### src/rtl/data_mem_arbiter.sv
// data_mem_arbiter: shares one big-endian 16-bit, byte-addressed data memory
// between the CPU load/store port and the debug/loader port.
// Each access runs IDLE -> ACCESS -> RESP, so one access completes every
// three cycles. Out-of-range accesses still take all three cycles, never
// touch memory, and complete with err=1.
//
// Handshake (both ports): the requester raises req with we/addr/wdata and
// holds them stable until the one-cycle ack pulse. It drops req in the cycle
// after ack; a req still high at the next IDLE edge starts a new access.
// Inputs are latched at the IDLE edge, so later changes are ignored.
module data_mem_arbiter #(
  parameter int MEM_BYTES  = 128,
  parameter bit FIXED_PRIO = 1'b0
) (
  input  logic        clk_i,
  input  logic        rst_n_i,
  // CPU load/store port
  input  logic        cpu_req_i,
  input  logic        cpu_we_i,
  input  logic [15:0] cpu_addr_i,
  input  logic [15:0] cpu_wdata_i,
  output logic        cpu_ack_o,
  output logic [15:0] cpu_rdata_o,
  output logic        cpu_err_o,
  output logic        cpu_stall_o,
  // debug/loader port
  input  logic        dbg_req_i,
  input  logic        dbg_we_i,
  input  logic [15:0] dbg_addr_i,
  input  logic [15:0] dbg_wdata_i,
  output logic        dbg_ack_o,
  output logic [15:0] dbg_rdata_o,
  output logic        dbg_err_o,
  // data memory side
  output logic [15:0] mem_addr_o,
  output logic [15:0] mem_wdata_o,
  output logic        mem_we_o,
  output logic        mem_re_o,
  input  logic [15:0] mem_rdata_i,
  // FSM state for observation
  output logic [1:0]  state_o
);

  localparam logic [1:0] S_IDLE   = 2'd0;
  localparam logic [1:0] S_ACCESS = 2'd1;
  localparam logic [1:0] S_RESP   = 2'd2;

  localparam logic SEL_CPU = 1'b0;
  localparam logic SEL_DBG = 1'b1;

  // Highest legal start address: the word touches addr and addr+1.
  localparam logic [15:0] LAST_OK_ADDR = 16'(MEM_BYTES - 2);

  logic [1:0]  state_q, state_d;
  logic        sel_q, sel_d;
  logic        lat_we_q, lat_we_d;
  logic [15:0] lat_addr_q, lat_addr_d;
  logic [15:0] lat_wdata_q, lat_wdata_d;
  logic        lat_err_q, lat_err_d;
  logic        last_grant_q, last_grant_d;
  logic [15:0] cpu_rdata_q, cpu_rdata_d;
  logic [15:0] dbg_rdata_q, dbg_rdata_d;

  logic        grant_dbg;
  logic [15:0] req_addr;
  logic        in_access;
  logic        in_resp;

  // Arbitration: a lone requester wins; on a tie CPU wins in fixed mode,
  // otherwise whoever was not granted last.
  always_comb begin
    grant_dbg = dbg_req_i &
                (~cpu_req_i | (~FIXED_PRIO & (last_grant_q == SEL_CPU)));
    req_addr  = grant_dbg ? dbg_addr_i : cpu_addr_i;
  end

  // Next-state, request latching and read-data capture.
  always_comb begin
    state_d      = state_q;
    sel_d        = sel_q;
    lat_we_d     = lat_we_q;
    lat_addr_d   = lat_addr_q;
    lat_wdata_d  = lat_wdata_q;
    lat_err_d    = lat_err_q;
    last_grant_d = last_grant_q;
    cpu_rdata_d  = cpu_rdata_q;
    dbg_rdata_d  = dbg_rdata_q;
    case (state_q)
      S_IDLE: begin
        if (cpu_req_i | dbg_req_i) begin
          sel_d       = grant_dbg;
          lat_we_d    = grant_dbg ? dbg_we_i : cpu_we_i;
          lat_addr_d  = req_addr;
          lat_wdata_d = grant_dbg ? dbg_wdata_i : cpu_wdata_i;
          lat_err_d   = (req_addr > LAST_OK_ADDR);
          state_d     = S_ACCESS;
        end
      end
      S_ACCESS: begin
        // Only loads update the winner's read data; stores leave it alone.
        if (!lat_we_q) begin
          if (sel_q == SEL_CPU) begin
            cpu_rdata_d = lat_err_q ? 16'h0000 : mem_rdata_i;
          end else begin
            dbg_rdata_d = lat_err_q ? 16'h0000 : mem_rdata_i;
          end
        end
        state_d = S_RESP;
      end
      S_RESP: begin
        last_grant_d = sel_q;
        state_d      = S_IDLE;
      end
      default: begin
        state_d = S_IDLE;
      end
    endcase
  end

  // State registers; reset clears every output-driving register at once.
  always_ff @(posedge clk_i or negedge rst_n_i) begin
    if (!rst_n_i) begin
      state_q      <= S_IDLE;
      sel_q        <= SEL_CPU;
      lat_we_q     <= 1'b0;
      lat_addr_q   <= 16'h0000;
      lat_wdata_q  <= 16'h0000;
      lat_err_q    <= 1'b0;
      last_grant_q <= SEL_DBG;
      cpu_rdata_q  <= 16'h0000;
      dbg_rdata_q  <= 16'h0000;
    end else begin
      state_q      <= state_d;
      sel_q        <= sel_d;
      lat_we_q     <= lat_we_d;
      lat_addr_q   <= lat_addr_d;
      lat_wdata_q  <= lat_wdata_d;
      lat_err_q    <= lat_err_d;
      last_grant_q <= last_grant_d;
      cpu_rdata_q  <= cpu_rdata_d;
      dbg_rdata_q  <= dbg_rdata_d;
    end
  end

  // Output decode; strobes exist only in ACCESS, acks only in RESP.
  always_comb begin
    in_access   = (state_q == S_ACCESS);
    in_resp     = (state_q == S_RESP);
    mem_addr_o  = lat_addr_q;
    mem_wdata_o = lat_wdata_q;
    mem_we_o    = in_access & lat_we_q & ~lat_err_q;
    mem_re_o    = in_access & ~lat_we_q & ~lat_err_q;
    cpu_ack_o   = in_resp & (sel_q == SEL_CPU);
    dbg_ack_o   = in_resp & (sel_q == SEL_DBG);
    cpu_err_o   = cpu_ack_o & lat_err_q;
    dbg_err_o   = dbg_ack_o & lat_err_q;
    cpu_rdata_o = cpu_rdata_q;
    dbg_rdata_o = dbg_rdata_q;
    // Stall is forced low during reset so all outputs read zero.
    cpu_stall_o = rst_n_i & cpu_req_i & ~cpu_ack_o;
    state_o     = state_q;
  end

endmodule
### config.mk
export PLATFORM = sky130hd
export DESIGN_NAME = data_mem_arbiter
export DESIGN_NICKNAME = d
export VERILOG_FILES = /design/src/rtl/data_mem_arbiter.sv
export SDC_FILE = /design/constraint.sdc
export NUM_CORES = 1
export LEC_CHECK = 0
export CAP_MARGIN = 40
export CORE_AREA = 3 3 90 92
export CTS_CLUSTER_DIAMETER = 120
export DETAILED_ROUTE_END_ITERATION = 10
export DIE_AREA = 0 0 93 95
export GPL_TIMING_DRIVEN = 0
export PLACE_DENSITY = 0.84
export SYNTH_ARGS = -nofsm -noshare
export SYNTH_HDL_FRONTEND = slang
export SYNTH_SLANG_ARGS = --single-unit
### constraint.sdc
create_clock -name clk_i -period 1.85 [get_ports clk_i]
set_input_delay 0.2775 -clock clk_i [delete_from_list [all_inputs] [get_ports clk_i]]
set_output_delay 0.2775 -clock clk_i [all_outputs]
set_load 0.03 [all_outputs]
-- After elaboration in Yosys (flattened, before gate mapping)
Cells that the tools add are included.
- bitwise operators: 19
- mux-type cells: 6
- reduce and logical (&&, ||, !) cells: 4
- equal/unequal tests: 3
- $lt $le $gt $ge: 1
- operators with widths (cell ; number):
    $mux 16 ; 3
    $gt 16x7->1 const B ; 1
    $and 1x1->1 ; 11
    $not 1->1 ; 6
    $reduce_and 3->1 ; 2
    $pmux 2 s2 ; 1
    $eq 2x1->1 const B ; 1
    $eq 2x2->1 const B ; 1
    $logic_not 2->1 ; 1
    $mux 2 ; 1
    $ne 2x2->1 const B ; 1
    $or 1x1->1 ; 2
    $reduce_and 2->1 ; 1
    $mux 1 ; 1
- output and inout port bits: 73
- bits in registers: 70
- input bits: 86
- word-level logic and storage cells: 42

-- Longest topological paths before layout
Gate-level depths: netlist of the first run.
- depth in word-level cells: 5
- gate-level depth with buffers: 5
- gate-level depth less buffers: 4

-- Worst setup path before layout of the first run
Ideal clock, no wire load.
- path kind: register to output
- start: register state_q[1] (netlist: state_o[1])
- end: output port dbg_err_o
- arrival time: 1633 ps
- required time: 1572 ps
- setup slack: -61 ps
- cell stages (with the launch flop): 4
- path buffers: 0
- cell sequence: dfrtp_1 -> nand2b_1 -> nor2_1 -> and2_1
- longest elaborated chain between the ends: 3
- RTL lines (element ; RTL line ; source):
    start: declaration ; 54 ; logic [1:0] state_q, state_d;
    start signal: assignment ; 133 ; state_q <= state_d;
    $eq 2x2->1 ; 148 ; in_resp = (state_q == S_RESP);
    $and 1x1->1 ; 154 ; dbg_ack_o = in_resp & (sel_q == SEL_DBG);
    via dbg_ack_o ; 31 ; output logic dbg_ack_o,
    $and 1x1->1 ; 156 ; dbg_err_o = dbg_ack_o & lat_err_q;
    end: declaration ; 33 ; output logic dbg_err_o,
The timed path passes the listed nets, and every way through them passes these cells.

-- Worst setup path in the final report of the first run
- start: register state_q[1] (netlist: state_o[1])
- end: output port state_o[1]
- RTL lines (element ; RTL line ; source):
    end: declaration ; 41 ; output logic [1:0] state_o
No word-level cell between the ends.

==> summary.md, run 1 <==
| Metric | Value |
|---|---|
| Status | finished clean |
| Synth warn | 0 |
| DR DRC count | 0 |
| Layout Nets | 569 |
| Initial antenna violation count | 0 |
| Worst hold path type | in -> async |
| Clock Path Buffers | 2 |
| Die width | 93 um |
| Core ar. | 0.00729 mm2 |
| Worst endpoint required time | 1570 ps |
| Grt total ovfl | 0 |
| Power per cell area | 1710 mW/mm2 |
| Synth-to-layout area growth | 64.4% |
| Sequential fraction of the synthesis area | 0.553 |
| Syn_area_per_cell | 10.3 um2 |
| Hpwl dp | 7290 um |
| WL per Instance | 16.2 um |
| Post-DRT Antenna Nets | 0 |
| Via count | 2,979 |
| Vias in the first global route | 2,999 |
| Final Hold Violating Endpoints | 0 |
| Crit-path cells | clkdlybuf4s50_1 |
| Die H | 95 um |
| Starting DRT DRC Count | 44 |
| Fin. max-slew vios | 0 |
| Cell area after synthesis | 0.00317 mm2 |
| CP max stage cell | clkdlybuf4s50_1 |
| Ports | 159 |
| TritonCTS clock tree | built |
| Crit end category | output pin |
| Most frequent cells in the layout | 150 x clkdlybuf4s50_1, 68 x dfrtp_1, 37 x nor2_1 |
| Synth Register Bits | 70 |
| Clock latency at the later pin of the worst-skew pair | 340 ps |
| RSZ-0062 raised after global routing | false |
| CP startpoint kind | register |
| Placement Setup Slack | -136 ps |
| # rows | 31 |
| Most common cell after layout, fill and taps aside | clkdlybuf4s50_1 |
| Power, Total | 8.91 mW |
| Largest net degree at the start of global routing | 69 |
| Gate Count Post-Synth | 309 |
| Fin worst setup slack | 67.2 ps |
| CTS Root Cell | clkbuf_8 |
| Max-Cap Viols | 0 |
| Number of CTS-inserted buffers | 9 |
| DIE AREA | 0.00884 mm2 |
| H-tree levels | 3 |
| Final Setup Violations | 0 |
| Final worst-path cycle share | 0.964 |
| CP max stage delay | 710 ps |
| Worst Clk Skew | 5.73 ps |
| Crit path max fanout | 5 |
| Initial cell density of the core | 0.435 |
| Tmin final | 1780 ps |
| CP Class | reg -> out |
| CTS sink count | 70 |
| First-pass GRT wire length | 14,800 um |
| Least-Margin Pin Slew | 384 ps |
| Routability Congestion | 0.837 |
| Lkg Pwr | 2.19 nW |
| Crit path buffers/inverters | 1 |
| Netlist cell types | 32 |
| Filler cell count in the final layout | 582 |
| Layout cells sized above 1 | 0.121 |
| Max-slew headroom | 0.744 |
| F_max | 561 MHz |
| VDD IR-drop max | 1020 uV |
| 1st-pass router iterations | 4 |
| Crit path DAT | 1510 ps |
| DRT Wirelength | 9500 um |
| Clk pin slew, worst setup/hold paths | 70 ps |
| Total GRT Usage | 0.219 |
| Synth Net Count | 395 |
| ANT cells | 0 |
| Crit path max-delay family | buffers and inverters |
| Routed vias/inst | 5.07 |
| I/O Buffers | 158 |
## final cells by class
cell class,count,area [um2],area share
Sequential cell,70,1750,0.337
Timing Repair Buffer,164,1650,0.317
Multi-Input combinational cell,217,1280,0.245
Clock inverter,6,134,0.0257
Buffer,18,131,0.0252
Clock buffer,10,128,0.0245
Tap cell,99,124,0.0238
Inverter,3,11.3,0.00216
## layer usage
| metal | wire (um) | vias to the layer above | GRT usage | part of all wire |
|---|---|---|---|---|
| li1 | - | 1394 | - | - |
| met1 | 3680 | 1419 | 0.260 | 0.39 |
| met2 | 4670 | 154 | 0.369 | 0.49 |
| met3 | 1030 | 12 | 0.0797 | 0.11 |
| met4 | 131 | 0 | 0.0745 | 0.014 |
| met5 | 0 | - | 0 | 0 |
## worst paths after layout
check,start,end,slack [ps],cells past startpoint
worst min-delay path,rst_n_i,cpu_rdata_o[0],280,2
worst max-delay path,state_o[1],state_o[1],70,1
min in group clk_i,cpu_rdata_o[10],cpu_rdata_o[10],480,2
worst min register to register,cpu_rdata_o[10],cpu_rdata_o[10],480,2
worst max register to register,state_o[1],mem_wdata_o[7],420,5
max in group asynchronous,rst_n_i,state_o[1],1040,4
## through the flow
stage / hold slack (ps) / instance area (um2) / util / setup TNS [ps] / instances
final: 284 / 5210 / 0.714 / 0 / 587
after global routing: 282 / 5210 / 0.714 / 0 / 587
after CTS: -281 / 5160 / 0.707 / -237 / 582
after detailed placement: 88.0 / 4900 / 0.672 / -293 / 567
after global placement: 463 / 4870 / 0.668 / -127270 / 566
after floorplan: -18.1 / 3170 / - / -119 / 309
## cells by family after synthesis
group,Yosys count,synth area share
AOI/OAI and AO/OA,72,0.129
buffers and inverters,22,0.0462
DFF,70,0.553
muxes,32,0.101
and+or+nand+nor,113,0.171
## where the power goes
group,switching (mW),leakage [nW],internal [mW]
Combinational,2.70,1.21,1.91
Clock,0.580,0.130,1.03
Sequential,0.450,0.849,2.24
Total,3.72,2.19,5.18
## what timing repair did
item / CTS / global route
setup endpoints to repair: 8 / 7
hold endpoints to repair: 69 / 30
setup buffers: 0 / 2
resized for setup: 14 / 16
pin swaps: 0 / 1
## synth_stat cells
cell type / n / area (um2)
a21oi_1: 33 / 165
nand2_1: 36 / 135
buf_2: 12 / 60.1
buf_8: 3 / 45.0
a2111oi_4: 1 / 27.5
dfrtp_1: 69 / 1730
mux2i_1: 32 / 320
nor3_1: 2 / 10.0
o21ai_1: 13 / 65.1
nand2b_1: 17 / 106
nand2_2: 2 / 12.5
dfstp_2: 1 / 26.3
nor2_1: 39 / 146
nor2_4: 1 / 11.3
nand2_4: 1 / 11.3
buf_6: 2 / 22.5
clkbuf_1: 2 / 7.51
nand2b_2: 1 / 8.76
a21o_1: 1 / 7.51
inv_1: 3 / 11.3
a21boi_2: 1 / 11.3
nor2b_1: 2 / 12.5
o21ai_0: 20 / 100
and3b_1: 1 / 8.76
and2_1: 2 / 12.5
nor3b_4: 1 / 18.8
o21a_4: 1 / 15.0
nand4_1: 2 / 12.5
nor4_1: 4 / 25.0
o211ai_1: 1 / 7.51
nand3_1: 2 / 10.0
o2111ai_1: 1 / 8.76
## registers in the layout, summed over array words and instances, names as in the netlist, 2 cells and up
name,flops
cpu_rdata_o,16
dbg_rdata_o,16
mem_addr_o,16
mem_wdata_o,16
state_o,2
(Power assumes the default switching activity.)
==> inputs of run 2 (changes only) <==
--- a/constraint.sdc
+++ b/constraint.sdc
@@ -3,2 +3,2 @@
 set_output_delay 0.2775 -clock clk_i [all_outputs]
-set_load 0.03 [all_outputs]
+set_load 0.05 [all_outputs]
==> summary.md, run 2 (synthesis results as in run 1) <==
| Metric | Value |
|---|---|
| Initial cell density of the core | 0.435 |
| Total GRT Usage | 0.215 |
| FF-to-FF End | lat_we_q |
| Hpwl dp | 7130 um |
| Worst hold path type | in -> async |
| Post-DRT Antenna Nets | 0 |
| Ports | 159 |
| Most frequent cells in the layout | 140 x clkdlybuf4s50_1, 67 x dfrtp_1, 36 x nand2_1, 36 x nor2_1, 33 x a21oi_1 |
| # rows | 31 |
| Layout cells sized above 1 | 0.120 |
| R2r startpoint | last_grant_q |
| CP max stage delay | 820 ps |
| Crit path buffers/inverters | 1 |
| Status | finished with violations |
| ANT cells | 0 |
| Most common cell after layout, fill and taps aside | clkdlybuf4s50_1 |
| Setup_tns | 0 ps |
| I/O Buffers | 158 |
| Internal | 4.91 mW |
| Crit path max-delay family | buffers and inverters |
| Placement Setup Slack | -329 ps |
| Final Non-Filler Cells | 582 |
| Fin worst setup slack | 29.3 ps |
| Grt total ovfl | 0 |
| Final Setup Violations | 0 |
| TritonCTS clock tree | built |
| Die width | 93 um |
| RSZ-0062 raised after global routing | false |
| Worst Setup EP | mem_wdata_o[15] |
| Worst Clk Skew | 6.13 ps |
| H-tree levels | 3 |
| CP Depth | 1 |
| DRT Wirelength | 9040 um |
| Crit path max fanout | 2 |
| Final Hold Violating Endpoints | 69 |
| Worst endpoint required time | 1570 ps |
| Lkg Pwr | 2.19 nW |
| Tmin final | 1820 ps |
| Synth-to-layout area growth | 61.9% |
| CTS Root Cell | clkbuf_8 |
| Max-slew headroom | 0.639 |
| Failing checks | negative hold slack |
| Switching portion of total power | 0.492 |
| Vias in the first global route | 3,076 |
| R2R setup slack | 430 ps |
| CP Class | reg -> out |
| Clock Path Buffers | 2 |
| Filler cell count in the final layout | 567 |
| Final worst-path cycle share | 0.984 |
| Power per cell area | 1880 mW/mm2 |
| Share of power burned in registers | 0.277 |
| Postcts setup bufs | 0 |
| CP max stage cell | clkdlybuf4s50_1 |
| 1st-pass router iterations | 4 |
| Routed vias/inst | 4.97 |
| R2r worst-path depth | 5 |
| DIE AREA | 0.00884 mm2 |
| P_sw | 4.76 mW |
| Crit end category | output pin |
| Starting DRT DRC Count | 67 |
| Die H | 95 um |
| Routability Congestion | 0.813 |
| Largest net degree at the start of global routing | 71 |
| Clk pin slew, worst setup/hold paths | 70 ps |
| First-pass GRT wire length | 14,800 um |
| Number of CTS-inserted buffers | 9 |
| Via count | 2,891 |
| WL per Instance | 15.5 um |
| Power share of the clock group | 0.139 |
| CTS sink count | 70 |
| Max-Cap Viols | 0 |
| Least-Margin Pin Slew | 541 ps |
| VDD IR-drop max | 733 uV |
| Clock latency at the later pin of the worst-skew pair | 340 ps |
| Critical Path Start | mem_wdata_o[15] |
| Crit-path cells | clkdlybuf4s50_1 |
| Core ar. | 0.00729 mm2 |
| Crit path DAT | 1540 ps |
| F_max | 549 MHz |
| Power share of the combinational group | 0.584 |
| Layout Nets | 564 |
| Dpl cells | 567 |
| DR DRC count | 0 |
| WHS | -275 ps |
| CP startpoint kind | register |
| Fin. max-slew vios | 0 |
| Initial antenna violation count | 0 |
## run 2: layout make-up
cell class | instances | area, um2 | area share
inverter | 3 | 11.3 | 0.00219
sequential | 70 | 1760 | 0.342
multi-input combinational | 217 | 1290 | 0.252
clock inverter | 4 | 70.1 | 0.0137
tap | 99 | 124 | 0.0241
clock buffer | 12 | 145 | 0.0283
timing repair buffer | 159 | 1600 | 0.312
buffer | 18 | 131 | 0.0256
## run 2: power groups by stage
stage          combinational, mW  clock (mW)  sequential, mW
4_1_cts                     5.71        1.36            2.68
3_5_place_dp                5.72           0            2.71
6_report                    5.64        1.35            2.68
5_1_grt                     5.99        1.42            2.78
2_1_floorplan               1.36           0            4.99
3_3_place_gp                5.62           0            2.69
## run 2: through the flow
step | instance area [um2] | utilization | power, mW
after CTS | 5110 | 0.701 | 9.75
after detailed placement | 4920 | 0.675 | 8.43
after global placement | 4900 | 0.672 | 8.31
after floorplan | 3190 | - | 6.35
after global routing | 5130 | 0.704 | 10.2
final | 5130 | 0.704 | 9.67
## run 2: how the worst min path moves through the flow
| stage | end | slack, ps | cells past startpoint |
|---|---|---|---|
| floorplan | cpu_rdata_o[0] | -20 | 0 |
| global placement | cpu_rdata_o[6] | 460 | 2 |
| detailed placement | dbg_rdata_o[0] | 80 | 1 |
| CTS | dbg_rdata_o[0] | -290 | 1 |
| global route | dbg_rdata_o[0] | -290 | 1 |
| finish | dbg_rdata_o[0] | -270 | 1 |
## run 2: repair_timing
item | 4_1_cts | 5_1_grt
endpoints found under the hold margin | 69 | 69
setup endpoints to repair | 9 | 11
gates resized for setup | 34 | 13
## run 2: metal layers
layer	track usage	vias up	wire length (um)
met5	0	-	0
met2	0.365	142	4360
met3	0.0829	10	960
met4	0.0659	0	108
li1	-	1389	-
met1	0.252	1350	3600
==> inputs of run 3 (changes only) <==
- CORE_AREA: 3 3 90 92 -> 4 4 91 93
- DIE_AREA: 0 0 93 95 -> 0 0 95 97
- SLEW_MARGIN: unset -> 20
==> summary.md, run 3 (synthesis results as in run 1) <==
| Metric | Value |
|---|---|
| Number of CTS-inserted buffers | 9 |
| Dpl cells | 570 |
| Crit-path cells | clkdlybuf4s50_1 |
| Crit path DAT | 1530 ps |
| CTS Root Cell | clkbuf_8 |
| CTS sink count | 70 |
| Fin. max-slew vios | 0 |
| WL per Instance | 16.2 um |
| Final Hold Violating Endpoints | 0 |
| Hpwl dp | 7440 um |
| Vias in the first global route | 3,142 |
| Routed vias/inst | 5.04 |
| Power per cell area | 1870 mW/mm2 |
| Max-slew headroom | 0.622 |
| Initial antenna violation count | 0 |
| P_sw | 4.81 mW |
| F_max | 554 MHz |
| WHS | 27.6 ps |
| Final Non-Filler Cells | 589 |
| Final worst-path cycle share | 0.976 |
| Clock Path Buffers | 2 |
| Die width | 95 um |
| Via count | 2,969 |
| Final Setup Violations | 0 |
| Worst endpoint required time | 1570 ps |
| Crit path max fanout | 2 |
| Crit path max-delay family | buffers and inverters |
| CP Class | reg -> out |
| Clk pin slew, worst setup/hold paths | 80 ps |
| Synth-to-layout area growth | 63.9% |
| Crit end category | output pin |
| Starting DRT DRC Count | 91 |
| Worst hold path type | in -> async |
| DR DRC count | 0 |
| Routability Congestion | 0.807 |
| 1st-pass router iterations | 4 |
| Share of power burned in registers | 0.277 |
| Core ar. | 0.00753 mm2 |
| Crit path buffers/inverters | 1 |
| Lkg Pwr | 2.25 nW |
| I/O Buffers | 158 |
| CP max stage cell | clkdlybuf4s50_1 |
| TritonCTS clock tree | built |
| Layout Nets | 568 |
| Clock latency at the later pin of the worst-skew pair | 330 ps |
| DRT Wirelength | 9560 um |
| Worst Clk Skew | 5.78 ps |
| VDD IR-drop max | 1020 uV |
| ANT cells | 0 |
| Die H | 97 um |
| Status | finished clean |
| CP max stage delay | 820 ps |
| Most common cell after layout, fill and taps aside | clkdlybuf4s50_1 |
| Power share of the combinational group | 0.585 |
| Ports | 159 |
| DIE AREA | 0.00922 mm2 |
| Switching portion of total power | 0.496 |
| RSZ-0062 raised after global routing | false |
| Power share of the clock group | 0.138 |
| H-tree levels | 3 |
| Internal | 4.89 mW |
| Grt total ovfl | 0 |
| Layout cells sized above 1 | 0.127 |
| Max-Cap Viols | 0 |
| Tmin final | 1810 ps |
| Initial cell density of the core | 0.421 |
| First-pass GRT wire length | 15,400 um |
| # rows | 32 |
| Least-Margin Pin Slew | 566 ps |
| CP startpoint kind | register |
| Most frequent cells in the layout | 141 x clkdlybuf4s50_1, 67 x dfrtp_1, 36 x nand2_1, 36 x nor2_1, 33 x a21oi_1 |
| Largest net degree at the start of global routing | 44 |
| Post-DRT Antenna Nets | 0 |
| Total GRT Usage | 0.215 |
run 3: cell count changes in the layout (fill, tap and decap cells not counted), sizes merged:
cell and delta:
dlygate4sd2 +1, dlymetal6s2s -2, buf +3, dlygate4sd3 +1
clkdlybuf4s15 -1, clkbuf -1, clkinv +2, clkdlybuf4s50 +1
run 3: metrics by stage:
stage | utilization | power (mW) | TNS (ps) | area (um2) | setup slack [ps]
3_3_place_gp | 0.651 | 8.31 | -127320 | 4900 | -2610
3_5_place_dp | 0.654 | 8.43 | -1090 | 4920 | -363
5_1_grt | 0.690 | 10.2 | 0 | 5190 | 3.07
6_report | 0.690 | 9.70 | 0 | 5190 | 43.7
2_1_floorplan | - | 6.35 | -37.6 | 3190 | -37.6
4_1_cts | 0.689 | 9.76 | 0 | 5190 | 11.4
run 3: final cells by class:
type | instances | area [um2]
timing repair buffer | 163 | 1660
inverter | 3 | 11.3
clock inverter | 6 | 87.6
tap | 102 | 128
multi-input combinational | 217 | 1290
buffer | 18 | 131
clock buffer | 10 | 128
sequential | 70 | 1760
fill | 585 | 2330
run 3: path summary, 6_finish.rpt:
path / slack, ps / depth (start not counted) / startpoint / end
min in group clk_i: 490 / 2 / cpu_rdata_o[4] / cpu_rdata_o[4]
max reg2reg: 430 / 5 / state_o[1] / mem_wdata_o[7]
max: 40 / 1 / cpu_rdata_o[3] / cpu_rdata_o[3]
min reg2reg: 490 / 2 / cpu_rdata_o[4] / cpu_rdata_o[4]
max in group asynchronous: 1090 / 4 / rst_n_i / state_o[1]
min: 30 / 2 / rst_n_i / last_grant_q
run 3: routing by layer:
| layer | GRT usage | up-vias | share of wire |
|---|---|---|---|
| li1 | - | 1399 | - |
| met1 | 0.252 | 1418 | 0.38 |
| met2 | 0.370 | 140 | 0.51 |
| met3 | 0.0575 | 12 | 0.093 |
| met4 | 0.0821 | 0 | 0.015 |
| met5 | 0 | - | 0 |
run 3: power groups by stage:
stage          logic (mW)  clock network [mW]  registers, mW
6_report             5.67                1.34           2.69
5_1_grt              5.99                1.44           2.79
4_1_cts              5.71                1.36           2.68
3_5_place_dp         5.73                   0           2.71
3_3_place_gp         5.63                   0           2.68
2_1_floorplan        1.36                   0           4.99
run 3: what timing repair did:
| action | in CTS | in global routing |
|---|---|---|
| hold buffers | 4 | 0 |
| buffers inserted | 0 | 0 |
| endpoints found under the setup margin | 10 | 10 |
| hold endpoints to repair | 26 | 0 |
| resized for setup | 35 | 12 |
==> RTL change 1, RTL diff (flow settings as in run 3) <==
`cpu_rdata_q` no longer has a reset.
--- a/src/rtl/data_mem_arbiter.sv
+++ b/src/rtl/data_mem_arbiter.sv
@@ -129,3 +129,2 @@
       last_grant_q <= SEL_DBG;
-      cpu_rdata_q  <= 16'h0000;
       dbg_rdata_q  <= 16'h0000;
@@ -139,5 +138,8 @@
       last_grant_q <= last_grant_d;
-      cpu_rdata_q  <= cpu_rdata_d;
       dbg_rdata_q  <= dbg_rdata_d;
     end
+  end
+
+  always_ff @(posedge clk_i) begin
+    cpu_rdata_q <= cpu_rdata_d;
   end
Behaviour: differs if rst_n_i is asserted again (counterexample within 4 cycles, from zero or initial values and one cycle with rst_n_i low); with rst_n_i held inactive, the same outputs for 10 cycles.
==> RTL change 1 against run 3 <==
- the run now ends with negative hold slack left
- worst setup slack improved by 0.017 ns
- sequential power is 6% lower
- clock skew grew 0.0035 ns
- cell count is 9.7% lower
- routed wire length down 6.5%
- synthesized cell count decreased by 17%
- sequential cell count unchanged
- critical path depth unchanged
- power is 12% lower
- maximum frequency is 0.94% higher
- largest cell class is now sequential cells
- register-to-register slack got worse by 0.28 ns
- non-clock buffer count is 9 lower
- synthesized area decreased by 2.6%
- design area is 3.3% lower
==> RTL change 1: results <==
[synthesis]
ys_top_cells_by_count = dfrtp_1 (53), nor2_1 (42), a21oi_1 (33)
synth_area_leaders = dfrtp_1 (43%), edfxtp_1 (16%), mux2i_1 (10%)
syn-num-nets = 343
ys_seq_area_share_pct = 59.4
synth_compound_area_share_pct = 7.05
synth-edff-count = 16
synthMuxAreaShare_pct = 17.4
syn_avg_cell_area_um2 = 12.0
synth_cell_type_count = 34
synth_xor_area_share_pct = 0

[layout]
multi_input_area_um2 = 1180
drive_gt1_share_pct = 14.4
buf_share_pct = 32.9
clkCellAreaFrac_pct = 4.26
buffers = 172
finalNetCount = 511
fillCellCount = 583
seq_cells = 70
multi_input_gates = 169
n_antenna_cell = 0

[pwr]
peakVddDrop_uv = 762
seq_power_share_pct = 29.5
p_comb_share_pct = 55.0

[status]
violations = negative hold slack
status = complete, but fails checks

[setup_path]
crit_arrival_ns = 1.51
regToRegSetupSlack_ns = 0.15
r2r-end = cpu_rdata_o[4]$_DFFE_PP_
rr_worst_depth = 3

[place]
place_inst = 517
place_hpwl_um = 6920
gp_congestion = 0.731

[drt]
drtIter0Drc = 92
num_vias = 2607
viasPerCell = 4.90
drt-total-wl_um = 8940

[sta]
tightest_slew_ns = 0.822
hold-worst-slack_ns = -0.0128
hold_violations = 14

[global_route]
grt.total_usage_pct = 19.9
grt_pass1_vias = 2838
grt_max_degree = 56

[clocking]
postCtsResizedCells = 28
cts_buffers = 9
## RTL change 1: cell types whose count changed in the layout (fill, tap and decap cells not counted), moves of 13 or more
cell,change
dfrtp_1,-16
edfxtp_1,+16
nand2_1,-31
nand2b_1,-15
nor2b_1,+15
o21ai_0,-19
o21ai_1,-13
## RTL change 1: kinds of logic after synthesis
| logic type | after synthesis |
|---|---|
| AOI/OAI and AO/OA | 40 |
| and+or+nand+nor | 81 |
| DFF | 70 |
| muxes | 48 |
| buffers and inverters | 18 |
## RTL change 1: worst max-delay path by stage
stage,cells after the start,start,endpoint
after floorplan,3,state_o[0]$_DFFE_PN0P_,dbg_err_o
after global placement,4,rst_n_i,cpu_stall_o
after detailed placement,4,rst_n_i,cpu_stall_o
after CTS,3,state_o[0]$_DFFE_PN0P_,cpu_ack_o
after global routing,4,state_o[0]$_DFFE_PN0P_,cpu_err_o
final,1,mem_wdata_o[8]$_DFFE_PN0P_,mem_wdata_o[8]
## RTL change 1: stage by stage
step | cell area (µm²) | power (mW) | hold WS (ns) | worst slack (ns)
after global routing | 5020 | 8.99 | 0.0267 | -0.00549
after global placement | 4820 | 7.23 | 0.486 | -2.16
after CTS | 5030 | 8.64 | 0.00296 | 0.0158
after floorplan | 3110 | 5.60 | -0.0181 | -0.114
after detailed placement | 4820 | 7.33 | 0.376 | -0.363
final | 5020 | 8.56 | -0.0128 | 0.0605
## RTL change 1: per-layer routing
metal / up-vias / wire length, µm / track usage [%]
met2: 125 / 4540 / 34.3
met5: - / 0 / 0
met3: 8 / 824 / 5.44
li1: 1229 / - / -
met1: 1245 / 3480 / 23.0
met4: 0 / 97 / 7.55
## RTL change 1: worst reg2reg max path, cell delays in order, from the launching register on
cell and delay (ns):
dfrtp_2 0.45, nor2b_4 0.15, nand2b_2 0.09, nor2_2 0.64
==> RTL change 2, RTL diff (settings of run 3) <==
Without the edit above. `FIXED_PRIO`: 1'b0 -> 1'b1.
--- a/src/rtl/data_mem_arbiter.sv
+++ b/src/rtl/data_mem_arbiter.sv
@@ -12,3 +12,3 @@
   parameter int MEM_BYTES  = 128,
-  parameter bit FIXED_PRIO = 1'b0
+  parameter bit FIXED_PRIO = 1'b1
 ) (
Function: changed (Yosys sat finds a counterexample within 10 cycles, from zero or initial values and one cycle with rst_n_i low).
==> RTL change 2 against run 3 <==
- non-clock buffer count fell by 2
- synthesized cell count shrank 2.9%
- design area decreased by 2.7%
- worst setup slack lost 0.0015 ns
- combinational power fell by 13%
- routed wire length shrank 4.0%
- count of clock-buffer cells in the layout is the same
- synthesized area is 3.6% lower
- power is 9.1% lower
- maximum frequency hardly changed
- first-iteration DRC count is 42% lower
- sequential cell count down 1
- die area unchanged
==> RTL change 2: results <==
[layout]
drive_gt1_share_pct = 10.5
fillCellCount = 624

[clocking]
postCtsResizedCells = 24

[setup_path]
r2r-end = lat_err_q$_DFFE_PN0P_
crit_path_end = dbg_rdata_o[0]
regToRegSetupSlack_ns = 0.39
cp-startpoint = dbg_rdata_o[0]$_DFFE_PN0P_

[place]
dp_slack_ns = -0.221
gp_congestion = 0.778
place_hpwl_um = 7250

[synthesis]
syn_avg_cell_area_um2 = 10.2
synth_compound_area_share_pct = 11.5
ys_top_cells_by_count = dfrtp_1 (69), nand2_1 (67), o21ai_1 (53)
synth_cell_type_count = 27

[global_route]
grt.total_usage_pct = 20.7
use_met1_pct = 23.9
grt_max_degree = 37
met3_usage_pct = 5.05

[drt]
routedWlPerCell_um = 15.9
viasPerCell = 4.91
routed-wl-met2_um = 4710
drt-total-wl_um = 9180
m1WireLength_um = 3690

[sta]
hold-worst-slack_ns = 0.480
fmax_mhz = 553
slew_headroom_pct = 63.2

[status]
status = complete, no violations

[min_path]
hp-class = reg2reg

[pwr]
power.leakage_nw = 2.32
## RTL change 2: where the power goes
part | internal [mW] | total [mW] | switching (mW) | leakage (nW)
clock network | 0.808 | 1.40 | 0.593 | 0.113
registers | 2.12 | 2.50 | 0.376 | 0.887
logic | 1.60 | 4.92 | 3.32 | 1.32
## RTL change 2: layout make-up
class	instances	share of cell area, %
timing repair buffer	161	32.0
clock inverter	6	1.86
tap	102	2.52
buffer	18	2.38
inverter	1	0.0743
multi-input combinational	211	24.2
clock buffer	10	2.72
sequential	69	34.2
## RTL change 2: per-stage QoR
step	utilization, %	TNS, ns	area [µm²]	power (mW)
after floorplan	-	-0.0790	3070	5.62
after global placement	63.5	-122.41	4780	7.38
after detailed placement	63.8	-0.940	4800	7.50
after CTS	67.1	0	5050	8.89
after global routing	67.2	0	5050	9.27
final	67.2	0	5050	8.81
